### src/rtl/ifetch_pkg.sv
// Shared types and constants for the instruction fetch unit.
package ifetch_pkg;

  typedef enum logic [1:0] {
    S_IDLE = 2'd0,
    S_REQ  = 2'd1,
    S_DROP = 2'd2
  } state_t;

  localparam int PC_INC  = 4;
  localparam int Q_DEPTH = 2;

endpackage

### src/rtl/ifetch_queue.sv
// Two-entry FIFO of {pc, instr} toward decode; entry 0 is the registered head.
module ifetch_queue
  import ifetch_pkg::*;
#(
  parameter int PC_W    = 6,
  parameter int INSTR_W = 32
) (
  input  logic               clk,
  input  logic               reset,
  input  logic               push,
  input  logic [PC_W-1:0]    push_pc,
  input  logic [INSTR_W-1:0] push_instr,
  input  logic               pop,
  input  logic               flush,
  output logic [1:0]         count,
  output logic               head_valid,
  output logic [PC_W-1:0]    head_pc,
  output logic [INSTR_W-1:0] head_instr
);

  logic [Q_DEPTH-1:0][PC_W-1:0]    pc_q;
  logic [Q_DEPTH-1:0][INSTR_W-1:0] instr_q;

  always_ff @(posedge clk or negedge reset) begin
    if (!reset) begin
      pc_q    <= '0;
      instr_q <= '0;
      count   <= '0;
    end else if (flush) begin
      count <= '0;
    end else begin
      case ({push, pop})
        2'b10: begin
          pc_q[count[0]]    <= push_pc;
          instr_q[count[0]] <= push_instr;
          count             <= count + 2'd1;
        end
        2'b01: begin
          pc_q[0]    <= pc_q[1];
          instr_q[0] <= instr_q[1];
          count      <= count - 2'd1;
        end
        2'b11: begin
          // count stays; with one entry the new one becomes head directly
          if (count == 2'd1) begin
            pc_q[0]    <= push_pc;
            instr_q[0] <= push_instr;
          end else begin
            pc_q[0]    <= pc_q[1];
            instr_q[0] <= instr_q[1];
            pc_q[1]    <= push_pc;
            instr_q[1] <= push_instr;
          end
        end
        default: ;
      endcase
    end
  end

  assign head_valid = (count != 2'd0);
  assign head_pc    = pc_q[0];
  assign head_instr = instr_q[0];

endmodule

### src/rtl/ifetch_unit.sv
// Instruction fetch: drives the PC register, requests imem, queues fetched words.
// Optional IFETCH_STALL_CNT_EN adds a saturating 16-bit stall_cnt output.
module ifetch_unit
  import ifetch_pkg::*;
#(
  parameter int PC_W    = 6,
  parameter int INSTR_W = 32
) (
  input  logic               clk,
  input  logic               reset,
  input  logic [PC_W-1:0]    pc,
  output logic               pc_load,
  output logic [PC_W-1:0]    pc_next,
  input  logic               redirect_valid,
  input  logic [PC_W-1:0]    redirect_pc,
  output logic               imem_req,
  output logic [PC_W-1:0]    imem_addr,
  input  logic               imem_ack,
  input  logic [INSTR_W-1:0] imem_rdata,
  output logic               if_valid,
  input  logic               if_ready,
  output logic [INSTR_W-1:0] if_instr,
  output logic [PC_W-1:0]    if_pc
`ifdef IFETCH_STALL_CNT_EN
  ,
  output logic [15:0]        stall_cnt
`endif
);

  state_t          state, nxt;
  logic [PC_W-1:0] drop_addr;
  logic [1:0]      cnt;
  logic            deq, push, latch_drop;

  assign deq = if_valid && if_ready;

  always_ff @(posedge clk or negedge reset) begin
    if (!reset) begin
      state     <= S_IDLE;
      drop_addr <= '0;
    end else begin
      state <= nxt;
      if (latch_drop) drop_addr <= pc;
    end
  end

  always_comb begin
    nxt        = state;
    imem_req   = 1'b0;
    imem_addr  = pc;
    pc_load    = 1'b0;
    pc_next    = pc + PC_W'(PC_INC);
    push       = 1'b0;
    latch_drop = 1'b0;
    case (state)
      S_IDLE: nxt = S_REQ;
      S_REQ: begin
        imem_req = (cnt < 2'(Q_DEPTH)) || deq;
        if (imem_req && imem_ack && !redirect_valid) begin
          push    = 1'b1;
          pc_load = 1'b1;
        end
        // orphaned request: remember its address and wait for its ack
        if (redirect_valid && imem_req && !imem_ack) begin
          nxt        = S_DROP;
          latch_drop = 1'b1;
        end
      end
      S_DROP: begin
        imem_req  = 1'b1;
        imem_addr = drop_addr;
        if (imem_ack) nxt = S_REQ;
      end
      default: nxt = S_IDLE;
    endcase
    if (redirect_valid) begin
      pc_load = 1'b1;
      pc_next = redirect_pc;
    end
  end

  ifetch_queue #(.PC_W(PC_W), .INSTR_W(INSTR_W)) u_queue (
    .clk        (clk),
    .reset      (reset),
    .push       (push),
    .push_pc    (pc),
    .push_instr (imem_rdata),
    .pop        (deq),
    .flush      (redirect_valid),
    .count      (cnt),
    .head_valid (if_valid),
    .head_pc    (if_pc),
    .head_instr (if_instr)
  );

`ifdef IFETCH_STALL_CNT_EN
  always_ff @(posedge clk or negedge reset) begin
    if (!reset) stall_cnt <= '0;
    else if (imem_req && !imem_ack && stall_cnt != 16'hFFFF) stall_cnt <= stall_cnt + 16'd1;
  end
`endif

endmodule

### config.mk
export PLATFORM = sky130hd
export DESIGN_NAME = ifetch_unit
export DESIGN_NICKNAME = d
export VERILOG_FILES = /design/src/rtl/ifetch_pkg.sv /design/src/rtl/ifetch_queue.sv /design/src/rtl/ifetch_unit.sv
export SDC_FILE = /design/constraint.sdc
export NUM_CORES = 1
export LEC_CHECK = 0
export BUFFER_PORTS_ARGS = -buffer_cell sky130_fd_sc_hd__buf_2
export CORE_MARGIN = 3
export CORE_UTILIZATION = 50
export CTS_BUF_LIST = sky130_fd_sc_hd__clkbuf_4 sky130_fd_sc_hd__clkbuf_8
export DETAILED_ROUTE_END_ITERATION = 10
export PLACE_DENSITY = 0.88
export SYNTH_ARGS = -nofsm -noshare
export SYNTH_HDL_FRONTEND = slang
export SYNTH_SLANG_ARGS = --single-unit
### constraint.sdc
create_clock -name clk -period 2.2 [get_ports clk]
set_clock_uncertainty 0.15 [all_clocks]
set_input_delay 0.11 -clock clk [delete_from_list [all_inputs] [get_ports clk]]
set_output_delay 0.11 -clock clk [all_outputs]
set_load 0.005 [all_outputs]
* Word-level counts from Yosys, hierarchy flattened
Index checks and enable logic that the tools add are counted.
** Word-level totals
- ROM bits :: 0
- Flip-flop bits (word level) :: 86
- Input port bits :: 49
- Bits in writable memories :: 0
- Latch bits :: 0
- Memories kept :: 0
** Operators by class
- Multiply operators :: 0
- Bitwise gates (word level) :: 1
- Equal/unequal tests :: 9
- Mux-type cells :: 27
- Div/mod/pow operators :: 0
- Magnitude comparators :: 3
- Shifts and indexed selects :: 0
- Reduce and logical (&&, ||, !) cells :: 17
- $add $sub $neg :: 3
** Operator list (count)
- 2-to-1 mux 32 bit :: 3
- case mux 32 bit (3 select lines) :: 1
- bitwise mux 64 bit :: 1
- case mux 32 bit (2 select lines) :: 1
- demux 32 bit (select 1 bit) :: 1
- 2-to-1 mux 6 bit :: 5
- case mux 6 bit (3 select lines) :: 1
- bitwise mux 12 bit :: 1
- case mux 6 bit (2 select lines) :: 1
- adder 6 x 3 -> 6 bit (second input constant) :: 1
- demux 6 bit (select 1 bit) :: 1
- == test 2 x 1 -> 1 bit (second input constant) :: 3
- == test 2 bit (second input constant) :: 3
- logical AND 1 bit :: 6
- 2-to-1 mux 2 bit :: 3
- != test 2 bit (second input constant) :: 3
- case mux 2 bit (3 select lines) :: 1
- nonzero test 3 bit :: 2
- 2-to-1 mux 1 bit :: 5
- case mux 2 bit (2 select lines) :: 1
- AND reduction 2 bit :: 2
- nonzero test 2 bit :: 2
- AND reduction 3 bit :: 1
- adder 2 x 1 -> 2 bit (second input constant) :: 1
- other kinds (9) :: 10

* Depth between registers and ports, before layout
Gate-level depths: netlist of run 1.
- Depth after elaboration :: 10
- Gate-level depth with buffers :: 9
- Depth with buffers taken out :: 6

* By module
Synthesis of run 1 repeated with hierarchy kept, for this count alone.
** Second synthesis, totals
- Cells, all modules :: 385
- Area total of the unflattened synthesis :: 4553.1 sq um
** By module, submodules not included
- ifetch_queue :: cells each 324, area an instance 3908.7 sq um, times used 1
- ifetch_unit :: cells each 61, area an instance 644.4 sq um, times used 1

* Worst setup path after synthesis of run 1
Ideal clock, no wire load.
- Path kind :: register to register
- Start point :: reg u_queue.count[1]
- End point :: reg u_queue.instr_q[41] (netlist bit)
- Data arrival time :: 1.773 ns
- Library setup time :: 0.125 ns
- Buffers on the path :: 3
- Clock period less this slack :: 2.048 ns
- Setup slack :: 0.152 ns
- Stages on the path, launching flop included :: 10
- Cell sequence :: dfrtp_1 > inv_1 > ha_1 > nand2b_1 > buf_2 > nor2_1 > o21ai_1 > buf_4 > buf_6 > mux2_2
** Between the ends
- Cells in the longest elaborated chain, start to end :: 10
** RTL lines
- start: declaration :: RTL line ifetch_queue.sv:15 : output logic [1:0] count,
- start signal: assignment :: RTL line ifetch_queue.sv:36 : count <= count + 2'd1;
- start signal: assignment :: RTL line ifetch_queue.sv:41 : count <= count - 2'd1;
- branches (longest 10 deep; another with < comparator 2 bit)
- end signal: indexed assignment :: RTL line ifetch_queue.sv:35 : instr_q[count[0]] <= push_instr;
- end: declaration :: RTL line ifetch_queue.sv:22 : logic [Q_DEPTH-1:0][INSTR_W-1:0] instr_q;
Several ways; the timed one is not identified.
A chain may end at the register's enable or synchronous reset.

* Final worst setup path of run 1
- Start point :: reg u_queue.count[1]
- End point :: reg drop_addr[3]
** Between the ends
- Cells in the longest elaborated chain, start to end :: 7
** RTL lines
- branches (longest 2 deep; another with < comparator 2 bit)
- logical OR 1 bit * :: RTL line ifetch_unit.sv:58 : imem_req = (cnt < 2'(Q_DEPTH)) || deq;
- logical AND 1 bit * (2 in a row) :: RTL line ifetch_unit.sv:64 : if (redirect_valid && imem_req && !imem_ack) begin
- 2-to-1 mux 1 bit * :: RTL line ifetch_unit.sv:64
- 2-to-1 mux 1 bit * :: RTL line ifetch_unit.sv:55 : case (state)
- end signal: assignment :: RTL line ifetch_unit.sv:43 : if (latch_drop) drop_addr <= pc;
- end: declaration :: RTL line ifetch_unit.sv:31 : logic [PC_W-1:0] drop_addr;
Mark *: on every way between the ends.

==> results of run 1 <==
flip-flops by register name, summed over array words and instances (netlist names):
signal	flops
u_queue.pc_q	6
u_queue.count	2
drop_addr	6
u_queue.head_pc	6
state	2
u_queue.head_instr	32
u_queue.instr_q	32
power by group:
group	internal [mW]	leakage, nW	switching, mW
clock network	0.559	0.0986	0.542
registers	2.37	1.02	0.437
logic	1.45	1.30	1.53
kinds of logic (layout without fill, tap and decap cells):
kind of cell	after synthesis	after routing	synth area share [%]
AO/OA/AOI/OAI	54	54	8.02
buffers and inverters	71	175	10.9
adder cells (fa/ha/maj)	6	6	1.77
XOR/XNOR	2	2	0.413
flip-flops	86	86	50.7
AND/OR/NAND/NOR	138	138	14.2
multiplexers	53	53	14.1
path summary, 6_finish.rpt:
check,slack (ns),start,end,cells after the start
worst max-delay path,0.08,u_queue.count[1],drop_addr[3],7
worst min-delay path,0.13,imem_ack,state[0],4
worst max register to register,0.08,u_queue.count[1],drop_addr[3],7
worst min register to register,0.36,u_queue.instr_q[43],u_queue.instr_q[43],1
max in group asynchronous,1.12,reset,u_queue.count[1],3
min in group asynchronous,0.15,reset,u_queue.head_instr[5],2
per-layer routing:
layer	vias up	track usage (%)	share of wire, %
met4	0	7.56	1.5
li1	1579	-	-
met3	16	4.07	6.0
met1	1677	24.0	40
met2	132	37.0	53
met5	-	0	0
synthesized netlist by cell type (2+ instances only):
cell type and instances:
sky130_fd_sc_hd__nand2_1 44, sky130_fd_sc_hd__nand3_1 40, sky130_fd_sc_hd__ha_1 6, sky130_fd_sc_hd__buf_6 2, sky130_fd_sc_hd__clkbuf_1 8, sky130_fd_sc_hd__dfrtp_1 86
sky130_fd_sc_hd__nor2_1 42, sky130_fd_sc_hd__buf_1 2, sky130_fd_sc_hd__a21oi_1 3, sky130_fd_sc_hd__inv_1 5, sky130_fd_sc_hd__nor3_1 4, sky130_fd_sc_hd__nor2b_1 4
sky130_fd_sc_hd__a21o_1 3, sky130_fd_sc_hd__mux2_2 53, sky130_fd_sc_hd__o21ai_0 4, sky130_fd_sc_hd__buf_2 9, sky130_fd_sc_hd__a31oi_1 38, sky130_fd_sc_hd__buf_4 45
timing repair:
action,4_1_cts,5_1_grt
endpoints found under the hold margin,130,0
buffers inserted,0,0
endpoints found under the setup margin,0,48
hold buffers,40,0
resized for setup,0,7
worst min-delay path: stages:
cell and delay (ns):
sky130_fd_sc_hd__buf_2 0.13, sky130_fd_sc_hd__nor2b_1 0.12, sky130_fd_sc_hd__a21oi_1 0.08, sky130_fd_sc_hd__a2bb2oi_1 0.15
metrics by stage:
step / total power [mW] / utilization (%) / instance area, sq um / hold WS, ns / TNS, ns
2_1_floorplan: 5.07 / - / 4240 / -0.336 / 0
4_1_cts: 6.84 / 65.2 / 5190 / 0.105 / 0
5_1_grt: 7.39 / 65.7 / 5240 / 0.168 / -0.261
6_report: 6.88 / 65.7 / 5240 / 0.125 / 0
3_5_place_dp: 5.69 / 57.8 / 4600 / 0.00703 / 0
3_3_place_gp: 5.46 / 57.8 / 4600 / -0.00646 / 0
final cells by class:
cell class                      count  area, sq um  share of cell area, %
Clock inverter                      4         47.5                  0.908
Tap cell                          102          128                   2.44
Multi-Input combinational cell    253         1660                   31.7
Clock buffer                       11          145                   2.77
Sequential cell                    86         2150                   41.2
Timing Repair Buffer              155         1080                   20.6
Inverter                            5         18.8                  0.359
==> tab_implementation.tex, run 1 <==
\begin{tabular}{lr}
\hline
Metric & Value \\
\hline
\multicolumn{2}{l}{\textbf{Run status}} \\
Outcome & finished, final reports clean \\
\multicolumn{2}{l}{\textbf{Yosys}} \\
Number of enable-type register cells in the synthesized netlist & 0 \\
Area contributors post-synth & sky130\_fd\_sc\_hd\_\_dfrtp\_1, sky130\_fd\_sc\_hd\_\_mux2\_2, sky130\_fd\_sc\_hd\_\_buf\_4 \\
Largest area contributor in the synthesized netlist & sky130\_fd\_sc\_hd\_\_dfrtp\_1 \\
Number of synthesized register bits & 86 \\
Async S/R FF share, synth & 100\% \\
Post-synth net total & 465 \\
Share of the synthesized area in the top cell type & 50.7\% \\
Sequential area share after synthesis & 50.7\% \\
Number of standard cells after synthesis & 410 \\
Number of distinct standard cells referenced by the synthesized netlist & 30 \\
Warnings, synthesis & 0 \\
Main flop type after synthesis & sky130\_fd\_sc\_hd\_\_dfrtp\_1 \\
Summed instance area of the synthesized netlist & about 0.0042 sq mm \\
Post-synthesis area per instance & 10.4 sq um \\
\multicolumn{2}{l}{\textbf{STA}} \\
Max Slew Vio Count & 0 \\
Actual slew at the worst max-slew pin & between 0.5 and 0.6 ns \\
Worst rel slew slack & 60.2\% \\
Achievable Freq & between 400 and 500 MHz \\
Min Tclk post-route & 2.12 ns \\
Hold Violations, Final & 0 \\
Share of the clock period used by the worst path & 96.3\% \\
Setup repair after global routing missed its margin & true \\
Final count of negative-setup-slack endpoints & 0 \\
Smallest setup slack after layout & between 0.08 and 0.09 ns \\
\multicolumn{2}{l}{\textbf{Placed design}} \\
Final GP Congestion & 0.831 \\
Detailed placement HPWL & 6410 um \\
Placement Setup Slack & between 0.05 and 0.06 ns \\
Count of buffers from port buffering & about 100 \\
Cell count after placement & 560 \\
\multicolumn{2}{l}{\textbf{Floorplanning}} \\
Num rows & 32 \\
Total Die Area & 0.00963 sq mm \\
Core region area & 0.00797 sq mm \\
IO Count & roughly 100 \\
Initial Util & 53.3\% \\
Die height & 98.1 um \\
Floorplan die width & 98.1 um \\
\multicolumn{2}{l}{\textbf{Finish}} \\
Number of standard cells in the final layout excluding fillers & 616 \\
FILL cells & 646 \\
Most common cell after layout, fill and taps aside & sky130\_fd\_sc\_hd\_\_buf\_2 \\
Commonest cells after routing, fill and taps aside & sky130\_fd\_sc\_hd\_\_buf\_2, sky130\_fd\_sc\_hd\_\_dfrtp\_1, sky130\_fd\_sc\_hd\_\_mux2\_2 \\
\# nets final & 565 \\
Antenna diode count & 0 \\
Fraction of final layout cells sized beyond drive strength 1 & between 30 and 40\% \\
Area delta synth->final & 23.3\% \\
\multicolumn{2}{l}{\textbf{Routing}} \\
Via count & about 3400 \\
Iteration count of the initial detailed-routing pass & 5 \\
Number of violations reported at the end of detailed-routing iteration 0 & 147 \\
WL per Instance & 16.0 um \\
Drc violations & 0 \\
Via density per instance & 5.53 \\
Post-Route WL & 9830 um \\
Antenna Violating Nets Remaining & 0 \\
\multicolumn{2}{l}{\textbf{Clock tree}} \\
TritonCTS clock tree & done \\
Clock transition time at the flip-flop clock pins of the worst setup and hold paths & around 0.080 ns \\
Clock Tree Buf Depth & 2 \\
Number of H-tree branching levels & 3 \\
Skew-Pair Late Insertion Delay & 0.35 ns \\
CTS Root Cell & sky130\_fd\_sc\_hd\_\_clkbuf\_8 \\
Clock buffers created by TritonCTS & 9 \\
Clock tree sinks & 86 \\
\multicolumn{2}{l}{\textbf{Power}} \\
Worst voltage drop across the vdd grid & 0.700 mV \\
Power per cell area & $\sim$1300 mW/mm\^{}2 \\
Leakage power total & 2.42 nW \\
\multicolumn{2}{l}{\textbf{Critical path}} \\
Critical setup path kind & reg2reg \\
Dominant delay contributor by cell family on the critical path & simple AND/OR/NAND/NOR gates \\
Type of origin of the critical path & flop \\
Largest stage delay on the critical path & 0.45 ns \\
Data arrival, critical path & 2.20 ns \\
Number of buffers and inverters on the critical path & 2 \\
Maximum fanout along the worst path & 9 \\
Data required, critical path & 2.28 ns \\
CP max-delay cell & sky130\_fd\_sc\_hd\_\_dfrtp\_2 \\
Cell chain of the critical path & inv\_2, ha\_1, nand2b\_1, buf\_4, nand2\_1, nand3\_1, mux2\_2 \\
Nature of the critical path endpoint & flop \\
\multicolumn{2}{l}{\textbf{Global routing}} \\
Remaining Overflow, GRT & 0 \\
Initial antenna violation count & 0 \\
Pin count of the biggest net entering global routing & 77 \\
First-pass GRT wire length & between 15000 and 20000 um \\
Total routing resource utilization after global routing & approximately a fifth \\
Vias in the first global route & 3419 \\
\multicolumn{2}{l}{\textbf{Flow run}} \\
Number of max-cap violations & 0 \\
\multicolumn{2}{l}{\textbf{Min path}} \\
Worst Hold Class & in2reg \\
\hline
\end{tabular}
No activity file was read; power rests on OpenSTA's default activity.
==> run 2, diff against run 1 <==
--- a/config.mk
+++ b/config.mk
@@ -7,10 +7,11 @@
 export LEC_CHECK = 0
 export BUFFER_PORTS_ARGS = -buffer_cell sky130_fd_sc_hd__buf_2
 export CORE_MARGIN = 3
-export CORE_UTILIZATION = 50
+export CORE_UTILIZATION = 51
 export CTS_BUF_LIST = sky130_fd_sc_hd__clkbuf_4 sky130_fd_sc_hd__clkbuf_8
 export DETAILED_ROUTE_END_ITERATION = 10
-export PLACE_DENSITY = 0.88
+export PLACE_DENSITY = 0.89
 export SYNTH_ARGS = -nofsm -noshare
 export SYNTH_HDL_FRONTEND = slang
+export SYNTH_HIERARCHICAL = 1
 export SYNTH_SLANG_ARGS = --single-unit
==> run 2 against run 1 <==
The run now ends with setup timing left; sequential share of layout area fell by 7.8 points; cell area grew 23%; total power grew 14%; synthesized cell count decreased by 6.1%; via count increased by 13%; combinational power grew 26%; critical path depth up 4; clock power rose by 15%; global-route usage is 3.3 points higher; highest routed layer unchanged.
==> tab_implementation.tex, run 2 <==
\begin{tabular}{lr}
\hline
Metric & Value \\
\hline
\multicolumn{2}{l}{\textbf{Finish}} \\
Most common cell after layout, fill and taps aside & sky130\_fd\_sc\_hd\_\_buf\_2 (unchanged) \\
Number of standard cells in the final layout excluding fillers & 614 (was 616) \\
Fraction of final layout cells sized beyond drive strength 1 & 57.4\% (was 37.0\%) \\
Commonest cells after routing, fill and taps aside & sky130\_fd\_sc\_hd\_\_buf\_2, sky130\_fd\_sc\_hd\_\_dfrtp\_1, sky130\_fd\_sc\_hd\_\_nand3\_1, sky130\_fd\_sc\_hd\_\_dlygate4sd3\_1, sky130\_fd\_sc\_hd\_\_a2bb2oi\_2 (was sky130\_fd\_sc\_hd\_\_buf\_2, sky130\_fd\_sc\_hd\_\_dfrtp\_1, sky130\_fd\_sc\_hd\_\_mux2\_2) \\
\# nets final & 560 (was 565) \\
Antenna diode count & 0 (unchanged) \\
Post-route cell area & 0.00645 sq mm (was 0.00524 sq mm) \\
Area delta synth->final & 41.6\% (was 23.3\%) \\
\multicolumn{2}{l}{\textbf{Routing}} \\
Antenna Violating Nets Remaining & 0 (unchanged) \\
Via density per instance & 6.28 (was 5.53) \\
Iteration count of the initial detailed-routing pass & 5 (unchanged) \\
Number of violations reported at the end of detailed-routing iteration 0 & 274 (was 147) \\
Drc violations & 0 (unchanged) \\
Post-Route WL & 13800 um (was 9830 um) \\
WL per Instance & 22.4 um (was 16.0 um) \\
Via count & 3858 (was 3404) \\
\multicolumn{2}{l}{\textbf{Yosys}} \\
Share of the synthesized area in the top cell type & 47.3\% (was 50.7\%) \\
Post-synthesis area per instance & 11.8 sq um (was 10.4 sq um) \\
Number of enable-type register cells in the synthesized netlist & 0 (unchanged) \\
Main flop type after synthesis & sky130\_fd\_sc\_hd\_\_dfrtp\_1 (unchanged) \\
Count leader, synth & sky130\_fd\_sc\_hd\_\_dfrtp\_1 (unchanged) \\
Warnings, synthesis & 6 (was 0) \\
Post-synth net total & 441 (was 465) \\
Number of standard cells after synthesis & 385 (was 410) \\
Number of synthesized register bits & 86 (unchanged) \\
Async S/R FF share, synth & 100\% (unchanged) \\
Number of distinct standard cells referenced by the synthesized netlist & 37 (was 30) \\
Largest area contributor in the synthesized netlist & sky130\_fd\_sc\_hd\_\_dfrtp\_1 (unchanged) \\
Top cells by count, synth & sky130\_fd\_sc\_hd\_\_dfrtp\_1, sky130\_fd\_sc\_hd\_\_buf\_4, sky130\_fd\_sc\_hd\_\_nand3\_1 (was sky130\_fd\_sc\_hd\_\_dfrtp\_1, sky130\_fd\_sc\_hd\_\_mux2\_2, sky130\_fd\_sc\_hd\_\_buf\_4) \\
Sequential area share after synthesis & 47.3\% (was 50.7\%) \\
Area contributors post-synth & sky130\_fd\_sc\_hd\_\_dfrtp\_1, sky130\_fd\_sc\_hd\_\_a221oi\_1, sky130\_fd\_sc\_hd\_\_a2bb2oi\_1 (was sky130\_fd\_sc\_hd\_\_dfrtp\_1, sky130\_fd\_sc\_hd\_\_mux2\_2, sky130\_fd\_sc\_hd\_\_buf\_4) \\
Summed instance area of the synthesized netlist & 0.00455 sq mm (was 0.00424 sq mm) \\
\multicolumn{2}{l}{\textbf{Clock tree}} \\
Clock transition time at the flip-flop clock pins of the worst setup and hold paths & 0.09 ns (was 0.08 ns) \\
Clock Tree Buf Depth & 2 (unchanged) \\
Clock tree sinks & 86 (unchanged) \\
Skew-Pair Late Insertion Delay & 0.34 ns (was 0.35 ns) \\
TritonCTS clock tree & done (unchanged) \\
CTS Root Cell & sky130\_fd\_sc\_hd\_\_clkbuf\_8 (unchanged) \\
Number of H-tree branching levels & 3 (unchanged) \\
Clock buffers created by TritonCTS & 9 (unchanged) \\
\multicolumn{2}{l}{\textbf{Critical path}} \\
Type of origin of the critical path & flop (unchanged) \\
Crit Reg-Reg Startpoint & u\_queue/count[1] (was u\_queue.count[1]) \\
Maximum fanout along the worst path & 20 (was 9) \\
Worst setup path startpoint & u\_queue/count[1] (was u\_queue.count[1]) \\
Data arrival, critical path & 2.39 ns (was 2.20 ns) \\
Nature of the critical path endpoint & flop (unchanged) \\
Data required, critical path & 2.27 ns (was 2.28 ns) \\
Critical setup path kind & reg2reg (unchanged) \\
\multicolumn{2}{l}{\textbf{Placed design}} \\
Placement Setup Slack & -0.146 ns (was 0.0579 ns) \\
Detailed placement HPWL & 7330 um (was 6410 um) \\
Post-place instance area & 0.00526 sq mm (was 0.00460 sq mm) \\
Final GP Congestion & 0.770 (was 0.831) \\
Count of buffers from port buffering & 101 (unchanged) \\
Cell count after placement & 545 (was 560) \\
\multicolumn{2}{l}{\textbf{Floorplanning}} \\
Floorplan die width & 100 um (was 98.1 um) \\
Total Die Area & 0.0101 sq mm (was 0.00963 sq mm) \\
Core region area & 0.00842 sq mm (was 0.00797 sq mm) \\
IO Count & 102 (unchanged) \\
Initial Util & 54.1\% (was 53.3\%) \\
Die height & 100 um (was 98.1 um) \\
Num rows & 33 (was 32) \\
\multicolumn{2}{l}{\textbf{STA}} \\
Min Tclk post-route & 2.32 ns (was 2.12 ns) \\
Smallest setup slack after layout & -0.120 ns (was 0.0822 ns) \\
Worst rel slew slack & 56.7\% (was 60.2\%) \\
Actual slew at the worst max-slew pin & 0.649 ns (was 0.597 ns) \\
Final count of negative-setup-slack endpoints & 51 (was 0) \\
Share of the clock period used by the worst path & 105\% (was 96.3\%) \\
Setup repair after global routing missed its margin & true (unchanged) \\
Max Slew Vio Count & 0 (unchanged) \\
Achievable Freq & 431 MHz (was 472 MHz) \\
Hold Violations, Final & 0 (unchanged) \\
\multicolumn{2}{l}{\textbf{Global routing}} \\
First-pass GRT wire length & 19200 um (was 16000 um) \\
Total routing resource utilization after global routing & 23.7\% (was 20.5\%) \\
Initial antenna violation count & 0 (unchanged) \\
Vias in the first global route & 3750 (was 3419) \\
Pin count of the biggest net entering global routing & 87 (was 77) \\
Remaining Overflow, GRT & 0 (unchanged) \\
\multicolumn{2}{l}{\textbf{Flow run}} \\
Number of max-cap violations & 0 (unchanged) \\
\multicolumn{2}{l}{\textbf{Run status}} \\
Outcome & complete, but fails checks (was finished, final reports clean) \\
Violations in the final reports & setup timing \\
\multicolumn{2}{l}{\textbf{Power}} \\
Worst voltage drop across the vdd grid & 0.619 mV (was 0.700 mV) \\
Leakage power total & 2.94 nW (was 2.42 nW) \\
Power per cell area & 1220 mW/mm\^{}2 (was 1310 mW/mm\^{}2) \\
Final Total Pwr & 7.87 mW (was 6.88 mW) \\
\multicolumn{2}{l}{\textbf{Min path}} \\
Worst Hold Class & in2reg (unchanged) \\
Hold path startpoint & imem\_ack (unchanged) \\
\hline
\end{tabular}
==> run 2: cell count changes in the layout (fill, tap and decap cells not counted), moves of 5 or more <==
cell | previous run | this run
sky130_fd_sc_hd__nand2_1 | 44 | 5
sky130_fd_sc_hd__nor2_1 | 42 | 3
sky130_fd_sc_hd__a31oi_1 | 38 | 0
sky130_fd_sc_hd__a2bb2oi_2 | 0 | 37
sky130_fd_sc_hd__a221oi_2 | 0 | 28
sky130_fd_sc_hd__mux2_2 | 53 | 27
sky130_fd_sc_hd__mux2_4 | 0 | 24
sky130_fd_sc_hd__buf_4 | 8 | 21
sky130_fd_sc_hd__a221oi_1 | 1 | 10
sky130_fd_sc_hd__buf_12 | 3 | 12
sky130_fd_sc_hd__clkbuf_16 | 1 | 6
==> run 2: per-layer routing <==
layer	track usage [%]	share of wire [%]
met4	6.42	2.6
met3	5.05	6.3
met2	40.2	54
met5	0	0
met1	31.0	37
==> run 2: final cells by class <==
class                           count  area, sq um
Multi-Input combinational cell    217         2410
Sequential cell                    86         2150
Fill cell                         492         1980
Timing Repair Buffer              182         1500
Clock buffer                       10          131
Tap cell                          105          131
Clock inverter                      6         91.3
Inverter                            8         32.5
==> run 2: path summary, 6_finish.rpt <==
path | end | depth (start not counted) | slack (ns)
setup / recovery | u_queue/head_instr[3] | 11 | -0.12
hold reg to reg | drop_addr[2] | 1 | 0.34
hold / removal | state[1] | 3 | 0.06
max in group asynchronous | u_queue/count[1] | 3 | 1.34
setup reg to reg | u_queue/head_instr[3] | 11 | -0.12
min in group asynchronous | u_queue/head_instr[27] | 3 | 0.19
==> run 2: kinds of logic after synthesis <==
group | share of synthesized area (%)
muxes | 14.8
and+or+nand+nor | 7.31
AOI/OAI and AO/OA | 17.4
buffers and inverters | 10.6
DFF | 47.3
adders and majority gates | 1.92
xor gates and xnor gates | 0.770
==> run 2: what timing repair did <==
action                                  in CTS  in global routing
buffers inserted                             2                  4
gates resized for setup                      6                 53
endpoints found under the setup margin      68                 80
cloned                                       1                  7
pin swaps                                    2                  3
hold buffers                                39                  0
endpoints found under the hold margin      168                  0
==> run 2: report_power, final <==
| group | switching (mW) | internal, mW |
|---|---|---|
| Sequential | 0.555 | 2.32 |
| Combinational | 1.63 | 2.11 |
| Clock | 0.593 | 0.662 |
| Total | 2.77 | 5.09 |
==> run 2: worst max-delay path, stage by stage (launching register included) <==
cell	delay, ns
sky130_fd_sc_hd__dfrtp_1	0.38
sky130_fd_sc_hd__inv_2	0.07
sky130_fd_sc_hd__ha_4	0.16
sky130_fd_sc_hd__inv_4	0.06
sky130_fd_sc_hd__a21boi_4	0.05
sky130_fd_sc_hd__nand3b_1	0.21
sky130_fd_sc_hd__nor2_4	0.17
sky130_fd_sc_hd__buf_6	0.14
sky130_fd_sc_hd__a21boi_4	0.08
sky130_fd_sc_hd__buf_12	0.18
sky130_fd_sc_hd__a221oi_1	0.46
sky130_fd_sc_hd__a2bb2oi_2	0.09
==> run 2: through the flow <==
step	utilization (%)	TNS [ns]	hold WS, ns
after floorplan	-	-3.14	-0.336
after global placement	62.5	-0.374	0.0292
after detailed placement	62.5	-3.90	0.0351
after CTS	70.8	-0.0689	0.0451
after global routing	76.5	-6.15	0.0959
final	76.5	-1.12	0.0612
